### config.mk
export PLATFORM = sky130hd
export DESIGN_NAME = threshold_config_master
export DESIGN_NICKNAME = d
export VERILOG_FILES = /design/src/rtl/threshold_config_master_pkg.sv /design/src/rtl/threshold_config_master_uart.sv /design/src/rtl/threshold_config_master.sv
export SDC_FILE = /design/constraint.sdc
export NUM_CORES = 1
export LEC_CHECK = 0
export CORE_ASPECT_RATIO = 1.1
export CORE_MARGIN = 3
export CORE_UTILIZATION = 40
export DETAILED_ROUTE_END_ITERATION = 12
export GPL_TIMING_DRIVEN = 1
export HOLD_SLACK_MARGIN = 0.12
export SYNTH_ARGS = -nofsm -noshare
export SYNTH_HDL_FRONTEND = slang
export SYNTH_SLANG_ARGS = --single-unit
### constraint.sdc
create_clock -name clk -period 2.2 [get_ports clk]
set_clock_uncertainty 0.05 [all_clocks]
set_input_delay 0.44 -clock clk [delete_from_list [all_inputs] [get_ports clk]]
set_output_delay 0.44 -clock clk [all_outputs]
set_load 0.03 [all_outputs]
### src/rtl/threshold_config_master_pkg.sv
// Shared definitions for the threshold-configuration link, common to the
// initiator (threshold_config_master) and the threshold controller.
//   - mode character range "A".."G" and the direction command bytes
//   - response status codes
//   - initiator state encoding
//   - captured request struct and small helper functions
package threshold_config_master_pkg;

  // Valid mode characters are the contiguous ASCII range MODE_A..MODE_G.
  localparam logic [7:0] MODE_A  = 8'h41;  // "A"
  localparam logic [7:0] MODE_G  = 8'h47;  // "G"
  localparam logic [7:0] CMD_INC = 8'h77;  // "w"
  localparam logic [7:0] CMD_DEC = 8'h73;  // "s"

  typedef enum logic [1:0] {
    RSP_OK       = 2'd0,
    RSP_ECHO_ERR = 2'd1,
    RSP_TIMEOUT  = 2'd2,
    RSP_BAD_MODE = 2'd3
  } rsp_status_e;

  typedef enum logic [2:0] {
    IDLE           = 3'd0,
    SEND_MODE      = 3'd1,
    WAIT_MODE_ECHO = 3'd2,
    SEND_DIR       = 3'd3,
    WAIT_DIR_ECHO  = 3'd4,
    WAIT_LSB       = 3'd5,
    WAIT_MSB       = 3'd6,
    RESPOND        = 3'd7
  } state_e;

  typedef struct packed {
    logic [7:0] mode;
    logic       dir;
  } cfg_req_t;

  function automatic logic mode_valid(input logic [7:0] m);
    return (m >= MODE_A) && (m <= MODE_G);
  endfunction

  function automatic logic [7:0] dir_byte(input logic dir);
    return dir ? CMD_INC : CMD_DEC;
  endfunction

endpackage

### src/rtl/threshold_config_master_uart.sv
// 8N1 UART used for the threshold-configuration link.
// Ports:
//   clk, rst        clock, synchronous active-high reset
//   data_tx/start_tx byte to send and its one-cycle launch strobe
//   idle_ready_tx   high while the transmitter can accept a byte
//   tx              serial output, idle high
//   rx              serial input (asynchronous, synchronised here)
//   data_rx/data_ready_rx received byte and its one-cycle valid pulse
module threshold_config_master_uart #(
  parameter int unsigned CLKS_PER_BIT = 16
) (
  input  logic       clk,
  input  logic       rst,
  input  logic [7:0] data_tx,
  input  logic       start_tx,
  output logic       idle_ready_tx,
  output logic       tx,
  input  logic       rx,
  output logic [7:0] data_rx,
  output logic       data_ready_rx
);

  localparam int CW = $clog2(CLKS_PER_BIT);
  localparam logic [CW-1:0] FULL = CW'(CLKS_PER_BIT - 1);
  localparam logic [CW-1:0] HALF = CW'(CLKS_PER_BIT / 2 - 1);

  // ---------------- transmitter ----------------
  // Frame is {stop, data, start} shifted out LSB first; ones shift in behind
  // it so the line rests high once the frame is gone.
  logic [9:0]    tsh_q;
  logic [3:0]    tbit_q;
  logic [CW-1:0] tcnt_q;
  logic          tbusy_q;

  assign idle_ready_tx = !tbusy_q;
  assign tx            = tsh_q[0];

  always_ff @(posedge clk) begin
    if (rst) begin
      tsh_q   <= '1;
      tbit_q  <= '0;
      tcnt_q  <= '0;
      tbusy_q <= 1'b0;
    end else if (!tbusy_q) begin
      if (start_tx) begin
        tsh_q   <= {1'b1, data_tx, 1'b0};
        tbit_q  <= '0;
        tcnt_q  <= '0;
        tbusy_q <= 1'b1;
      end
    end else if (tcnt_q == FULL) begin
      tcnt_q <= '0;
      tsh_q  <= {1'b1, tsh_q[9:1]};
      if (tbit_q == 4'd9) tbusy_q <= 1'b0;
      else                tbit_q  <= tbit_q + 4'd1;
    end else begin
      tcnt_q <= tcnt_q + 1'b1;
    end
  end

  // ---------------- receiver ----------------
  typedef enum logic [1:0] {RX_IDLE, RX_START, RX_DATA, RX_STOP} rx_state_e;

  rx_state_e     rstate_q, rstate_d;
  logic          rx_m_q, rx_s_q;
  logic [CW-1:0] rcnt_q, rcnt_d;
  logic [2:0]    rbit_q, rbit_d;
  logic [7:0]    rsh_q, rsh_d;
  logic          rdy_q, rdy_d;

  assign data_rx       = rsh_q;
  assign data_ready_rx = rdy_q;

  // Start bit is re-checked at its midpoint; every later bit is sampled one
  // full bit time on, i.e. mid-bit. A low stop bit drops the byte.
  always_comb begin
    rstate_d = rstate_q;
    rcnt_d   = rcnt_q;
    rbit_d   = rbit_q;
    rsh_d    = rsh_q;
    rdy_d    = 1'b0;
    unique case (rstate_q)
      RX_IDLE: begin
        rcnt_d = '0;
        if (!rx_s_q) rstate_d = RX_START;
      end
      RX_START: begin
        if (rcnt_q == HALF) begin
          rcnt_d   = '0;
          rbit_d   = '0;
          rstate_d = rx_s_q ? RX_IDLE : RX_DATA;
        end else rcnt_d = rcnt_q + 1'b1;
      end
      RX_DATA: begin
        if (rcnt_q == FULL) begin
          rcnt_d = '0;
          rsh_d  = {rx_s_q, rsh_q[7:1]};
          rbit_d = rbit_q + 3'd1;
          if (rbit_q == 3'd7) rstate_d = RX_STOP;
        end else rcnt_d = rcnt_q + 1'b1;
      end
      RX_STOP: begin
        if (rcnt_q == FULL) begin
          rdy_d    = rx_s_q;
          rstate_d = RX_IDLE;
        end else rcnt_d = rcnt_q + 1'b1;
      end
      default: rstate_d = RX_IDLE;
    endcase
  end

  always_ff @(posedge clk) begin
    if (rst) begin
      rx_m_q   <= 1'b1;
      rx_s_q   <= 1'b1;
      rstate_q <= RX_IDLE;
      rcnt_q   <= '0;
      rbit_q   <= '0;
      rsh_q    <= '0;
      rdy_q    <= 1'b0;
    end else begin
      rx_m_q   <= rx;
      rx_s_q   <= rx_m_q;
      rstate_q <= rstate_d;
      rcnt_q   <= rcnt_d;
      rbit_q   <= rbit_d;
      rsh_q    <= rsh_d;
      rdy_q    <= rdy_d;
    end
  end

endmodule

### src/rtl/threshold_config_master.sv
// Initiator for the threshold-configuration protocol: sends a mode byte,
// checks its echo, sends "w"/"s", checks that echo, then collects the
// updated threshold (two bytes for mode "A", one sign-extended byte otherwise).
// Ports:
//   clk, rst             clock, synchronous active-high reset
//   req_valid/req_ready  request handshake; req_mode ("A".."G"), req_dir (1 = "w")
//   rsp_valid            one-cycle response pulse
//   rsp_status/rsp_value result, held until the next pulse
//   rx, tx               serial link to the threshold controller
module threshold_config_master
  import threshold_config_master_pkg::*;
#(
  parameter int unsigned TIMEOUT_CYCLES = 2000000,
  parameter int unsigned CLKS_PER_BIT   = 16
) (
  input  logic        clk,
  input  logic        rst,
  input  logic        req_valid,
  output logic        req_ready,
  input  logic [7:0]  req_mode,
  input  logic        req_dir,
  output logic        rsp_valid,
  output logic [1:0]  rsp_status,
  output logic [15:0] rsp_value,
  input  logic        rx,
  output logic        tx
);

  localparam int TW = $clog2(TIMEOUT_CYCLES + 1);

  state_e      state_q, state_d;
  cfg_req_t    req_q, req_d;
  logic [7:0]  lsb_q, lsb_d;
  logic [TW-1:0] to_cnt_q, to_cnt_d;
  rsp_status_e status_q, status_d;
  logic [15:0] value_q, value_d;

  logic       start_tx, idle_ready_tx, data_ready_rx;
  logic [7:0] data_tx, data_rx;
  logic       in_wait, to_hit, tx_go;

  threshold_config_master_uart #(.CLKS_PER_BIT(CLKS_PER_BIT)) u_uart (
    .clk          (clk),
    .rst          (rst),
    .data_tx      (data_tx),
    .start_tx     (start_tx),
    .idle_ready_tx(idle_ready_tx),
    .tx           (tx),
    .rx           (rx),
    .data_rx      (data_rx),
    .data_ready_rx(data_ready_rx)
  );

  assign in_wait    = state_q inside {WAIT_MODE_ECHO, WAIT_DIR_ECHO, WAIT_LSB, WAIT_MSB};
  // Counter value k means k full cycles already spent waiting; the next edge
  // would make it TIMEOUT_CYCLES.
  assign to_hit     = (to_cnt_q == TW'(TIMEOUT_CYCLES - 1));
  assign tx_go      = idle_ready_tx && !rst;
  assign data_tx    = (state_q == SEND_DIR) ? dir_byte(req_q.dir) : req_q.mode;
  assign rsp_valid  = (state_q == RESPOND);
  assign rsp_status = status_q;
  assign rsp_value  = value_q;

  always_comb begin
    state_d   = state_q;
    req_d     = req_q;
    lsb_d     = lsb_q;
    status_d  = status_q;
    value_d   = value_q;
    start_tx  = 1'b0;
    req_ready = (state_q == IDLE) && !rst;

    unique case (state_q)
      IDLE: begin
        if (req_valid && req_ready) begin
          req_d.mode = req_mode;
          req_d.dir  = req_dir;
          if (mode_valid(req_mode)) begin
            state_d = SEND_MODE;
          end else begin
            state_d  = RESPOND;
            status_d = RSP_BAD_MODE;
            value_d  = '0;
          end
        end
      end
      SEND_MODE: begin
        if (tx_go) begin
          start_tx = 1'b1;
          state_d  = WAIT_MODE_ECHO;
        end
      end
      WAIT_MODE_ECHO: begin
        if (data_ready_rx) begin
          if (data_rx == req_q.mode) state_d = SEND_DIR;
          else begin
            state_d  = RESPOND;
            status_d = RSP_ECHO_ERR;
            value_d  = '0;
          end
        end
      end
      SEND_DIR: begin
        if (tx_go) begin
          start_tx = 1'b1;
          state_d  = WAIT_DIR_ECHO;
        end
      end
      WAIT_DIR_ECHO: begin
        if (data_ready_rx) begin
          if (data_rx == dir_byte(req_q.dir)) state_d = WAIT_LSB;
          else begin
            state_d  = RESPOND;
            status_d = RSP_ECHO_ERR;
            value_d  = '0;
          end
        end
      end
      WAIT_LSB: begin
        if (data_ready_rx) begin
          lsb_d = data_rx;
          if (req_q.mode == MODE_A) state_d = WAIT_MSB;
          else begin
            state_d  = RESPOND;
            status_d = RSP_OK;
            value_d  = {{8{data_rx[7]}}, data_rx};
          end
        end
      end
      WAIT_MSB: begin
        if (data_ready_rx) begin
          state_d  = RESPOND;
          status_d = RSP_OK;
          value_d  = {data_rx, lsb_q};
        end
      end
      RESPOND: state_d = IDLE;
      default: state_d = IDLE;
    endcase

    // A byte landing on the expiry cycle wins over the timeout.
    if (in_wait && !data_ready_rx && to_hit) begin
      state_d  = RESPOND;
      status_d = RSP_TIMEOUT;
      value_d  = '0;
    end
  end

  // Restarts on any state change (so on every WAIT entry) and on every byte.
  always_comb begin
    to_cnt_d = '0;
    if (in_wait && (state_d == state_q) && !data_ready_rx) to_cnt_d = to_cnt_q + 1'b1;
  end

  always_ff @(posedge clk) begin
    if (rst) begin
      state_q  <= IDLE;
      req_q    <= '0;
      lsb_q    <= '0;
      to_cnt_q <= '0;
      status_q <= RSP_OK;
      value_q  <= '0;
    end else begin
      state_q  <= state_d;
      req_q    <= req_d;
      lsb_q    <= lsb_d;
      to_cnt_q <= to_cnt_d;
      status_q <= status_d;
      value_q  <= value_d;
    end
  end

endmodule

After elaboration in Yosys (flattened, before gate mapping)
Index checks and enable logic that the tools add are counted.

storage, ports and cells
  flip-flop bits (word level) = 98
  input bits = 13
  output and inout port bits = 21

cells by class
  reduce and logical (&&, ||, !) cells = 31
  muxes and demuxes = 65
  add/sub/neg operators = 5
  order comparisons = 2
  bitwise logic cells = 3
  equality and inequality tests = 46

operators with widths
  kind                     count
  $mux W16                 9
  $pmux W16 S5             1
  $mux W3                  13
  $mux W4                  9
  $mux W2                  17
  $mux W10                 3
  $pmux W3 S8              1
  $add A21 B1 Y21 const B  1
  $eq A21 B21 Y1 const B   1
  $reduce_and A10 Y1       2
  $ne A2 B1 Y1 const B     9
  $ne A2 B2 Y1 const B     8
  $pmux W4 S4              1
  $eq A3 B3 Y1 const B     5
  $ne A3 B1 Y1 const B     5
  $add A4 B1 Y4 const B    3
  $eq A4 B4 Y1 const B     3
  $ne A3 B2 Y1 const B     4
  $pmux W2 S5              1
  $eq A8 B7 Y1             1
  $eq A8 B7 Y1 const B     1
  $eq A8 B8 Y1             1
  $ge A8 B7 Y1 const B     1
  $le A8 B7 Y1 const B     1
  25 further kinds         51

Logic depth before layout (Yosys ltp)
  word-level depth = 11
  gate-level depth with buffers = 9
  depth with buffers taken out = 7

Cells and area by module
A second synthesis with hierarchy kept.

unflattened totals
  cells, all modules = 555
  area total of the unflattened synthesis = 4843.4 um^2

by module, submodules not included
  module                        cells each  sequential area each (um^2)  instances  area an instance (um^2)
  threshold_config_master       350         1181.1                       1          3057.9
  threshold_config_master_uart  205         760.7                        1          1785.5

Worst setup path after synthesis
No wires, ideal clock.

  kind = register to register
  from = register to_cnt_q[0]
  to = register to_cnt_q[10]
  cell stages (with the launch flop) = 10
  required time = 2062 ps
  arrival time = 1887 ps
  buffers on the path = 3
  setup time = 88 ps
  path slack = 175 ps
  cells stage by stage = dfxtp_1 -> ha_1 -> and4_1 -> buf_2 -> and4_1 -> buf_2 -> a311oi_1 -> nor2_1 -> buf_6 -> nor4_2

between the ends
  cells in the longest elaborated chain, start to end = 8
  elaborated cells on any way between the ends = 9

RTL lines
  element                            line                            RTL
  start: declaration                 threshold_config_master.sv:34   logic [TW-1:0] to_cnt_q, to_cnt_d;
  start signal: assignment           threshold_config_master.sv:167  to_cnt_q <= to_cnt_d;
  $eq A21 B21 Y1                     threshold_config_master.sv:57   assign to_hit = (to_cnt_q == TW'(TIMEOUT_CYCLES - 1));
  $logic_and A1 B1 Y1                threshold_config_master.sv:142  if (in_wait && !data_ready_rx && to_hit) begin
  $mux W3                            threshold_config_master.sv:142
  $eq A3 B3 Y1                       threshold_config_master.sv:152  if (in_wait && (state_d == state_q) && !data_ready_rx) to_cnt_d = to_cnt_q + 1'b1;
  $logic_and A1 B1 Y1 (2 in series)  threshold_config_master.sv:152
  $not A1 Y1 (no source line)        -
  $reduce_or A2 Y1 (no source line)  -

Several ways; a longest one is shown, not always the timed one.
A chain may end at the register's enable or synchronous reset.

Worst setup path in the final report
  from = register state_q[1]
  to = output port req_ready

between the ends
  cells in the longest elaborated chain, start to end = 2

RTL lines
  element                   line                            RTL
  start: declaration        threshold_config_master.sv:31   state_e state_q, state_d;
  start signal: assignment  threshold_config_master.sv:164  state_q <= state_d;
  $logic_not A3 Y1          threshold_config_master.sv:71   req_ready = (state_q == IDLE) && !rst;
  $logic_and A1 B1 Y1       threshold_config_master.sv:71
  end: declaration          threshold_config_master.sv:19   output logic req_ready,

No other way between the ends.

==> run metrics <==
Post-DP Area=between 5000 and 6000 um2; hold crit path type=in2reg; first-pass GRT wire length=18.9 mm; Root Buffer=clkbuf_16; Area contributors post-synth=dfxtp_1, nand2_1, nor4_2; HPWL after DPL=roughly 7.7 mm; DRC=0; DRT Pass-1 Iters=5; Syn Area/Cell=just under 9 um2; synthesized flop and latch total=97; Critical Path End Type=output port; Worst-Skew Late Latency=~340 ps; async set-reset flop share out of synthesis=0%; DR vias/cell=5.37; area share of the largest cell type after synthesis=39.7%; hold path depth=3; relative slew slack=between 60% and 70%; sequential element share of the synthesized area=between 30 and 40%; WL per Instance=approximately 15 um; nets=roughly 640; cell taking the most area after synthesis=dfxtp_1; # fillers=~1.1k; critical path arrival=1670 ps; type of origin of the critical path=register; Post-synth top cells=nand2_1, dfxtp_1, a21oi_1; Final Hold Viols=0; num rows=between 40 and 50; Highest Clock Rate=0.464 GHz; number of cells on the worst reg-to-reg path=8; vias=4,148; H-tree levels=3; height of the chip=between 100 and 150 um; most common cell in the netlist=nand2_1; worst-path maximum fanout=7; cell area after layout=between 6000 and 7000 um2; Syn Inst Count=roughly 560; largest net degree at the start of global routing=31; CTS tree=done; Post-synth top flop=dfxtp_1; Final WS setup=between 40 and 50 ps; max cap viols=0; Final Max Slew Viols=0; CP required=1710 ps; post-route ant nets=0; clock buffer depth=2; I/O pins=34; synthesis-to-layout area growth=25.0%; DP Worst Slack=-365 ps; Lkg Pwr=approximately 0.0023 uW; Net Count, Synth=slightly below 600; Core Area=approximately 12,000 um2; Post-synth EDFFs=0; drt total wl=11.4 mm; GRT Overall Usage=between 10% and 20%; final setup fails=0; fin crit share=slightly below 100%; TritonCTS Buffers=9; fin crit period=between 2000 and 2500 ps; initial drt markers=180; Worst-path clk slew=around 70 ps; clock sink count=just under 100; total grt overflow=0; share of cells above drive strength 1=between 15 and 20%; Die Wd=approximately 110 um; maximum vdd drop=between 300 and 400 uV; PortBufs=33; die area=about 14,000 um2; outcome=finished clean; critical path type=reg2out; total negative slack=0 ps; vias in the first global route=around 4k; initial antenna violation count=0; Worst-Margin Slew=514 ps; initial core utilization=41.8%; ANT cells=0; P per Cell Area=about 830 nW/um2; routability-driven placement congestion ratio=about 0.78; Yosys cell types=64; synth warn=0; Post-Syn Area=approximately 5000 um2
==> where the power goes <==
group	leakage, uW	internal [uW]	switching (uW)
Sequential	0.000786	1840	90.2
Clock	0.000157	1060	646
Combinational	0.00138	644	789
==> flip-flops by register name (all words and copies together) (netlist names), named ones only <==
register and count:
u_uart.rx_m_q 1, u_uart.data_ready_rx 1, rsp_status 2, u_uart.rx_s_q 1
u_uart.data_rx 8, lsb_q 8, u_uart.rcnt_q 4, u_uart.rstate_q 1
state_q 3, req_q 9, u_uart.rbit_q 3, to_cnt_q 21
u_uart.tbusy_q 1, u_uart.tsh_q 9, u_uart.tcnt_q 4, rsp_value 16
u_uart.tbit_q 4
==> critical path: stages, from the launching register on <==
cell and delay, ps:
dfxtp_1 380, or3_4 440, nor2_1 100, dlygate4sd2_1 400
==> logic make-up (layout without fill, tap and decap cells) <==
group | after synthesis | in the layout | synth area share [%]
mux | 20 | 20 | 4.10
fa+ha+maj | 7 | 7 | 1.79
compound gates | 120 | 120 | 16.6
simple gates | 242 | 242 | 27.5
buf+inv | 48 | 107 | 4.89
flops | 97 | 97 | 39.7
xor+xnor | 30 | 30 | 5.38
==> cell usage in the layout, fill, tap and decap left out, drive strengths merged, types with 7 or more instances in the layout <==
cell / synthesis / final
nand2: 107 / 107
dfxtp: 97 / 97
buf: 16 / 46
a21oi: 36 / 36
nor2: 35 / 35
clkdlybuf4s50: 0 / 26
nor4: 26 / 26
o21ai: 25 / 25
mux2i: 20 / 20
nand3: 18 / 18
clkbuf: 22 / 17
xnor2: 15 / 15
xor2: 15 / 15
nor3: 11 / 11
a21o: 10 / 10
inv: 9 / 9
o211ai: 8 / 8
a22o: 8 / 8
ha: 7 / 7
==> final timing paths <==
check	start	endpoint	slack [ps]
max	state_q[1]	req_ready	40
min	req_mode[1]	req_q[2]	310
max reg2reg	to_cnt_q[13]	to_cnt_q[6]	60
min reg2reg	u_uart.rx_m_q	u_uart.rx_s_q	360
==> per-layer routing <==
metal,global-route usage [%],share of wire (%),vias up
li1,-,-,2108
met1,21.0,45,1994
met2,28.5,51,36
met3,2.78,2.5,10
met4,7.76,1.5,0
met5,0,0,-
==> final cells by class <==
type	instances	area, um2	share of cell area (%)
Tap cell	150	188	3.07
Clock inverter	2	60.1	0.983
Sequential cell	97	1940	31.8
Inverter	10	37.5	0.615
Timing Repair Buffer	81	795	13.0
Clock buffer	14	264	4.32
Multi-Input combinational cell	419	2820	46.2
==> stage by stage <==
stage	power (uW)	cells	hold WS (ps)	util [%]
3_5_place_dp	3110	747	348	47.2
4_1_cts	4840	764	364	50.3
5_1_grt	5290	773	329	52.2
2_1_floorplan	2800	564	339	-
3_3_place_gp	3090	747	346	47.2
6_report	5070	773	306	52.2
==> timing repair <==
item / in CTS / in global routing
gates resized for setup: 4 / 23
cloned: 0 / 4
pin swaps: 2 / 8
hold buffers: 0 / 0
endpoints found under the setup margin: 21 / 37
setup buffers: 1 / 5
(Power assumes the default switching activity.)
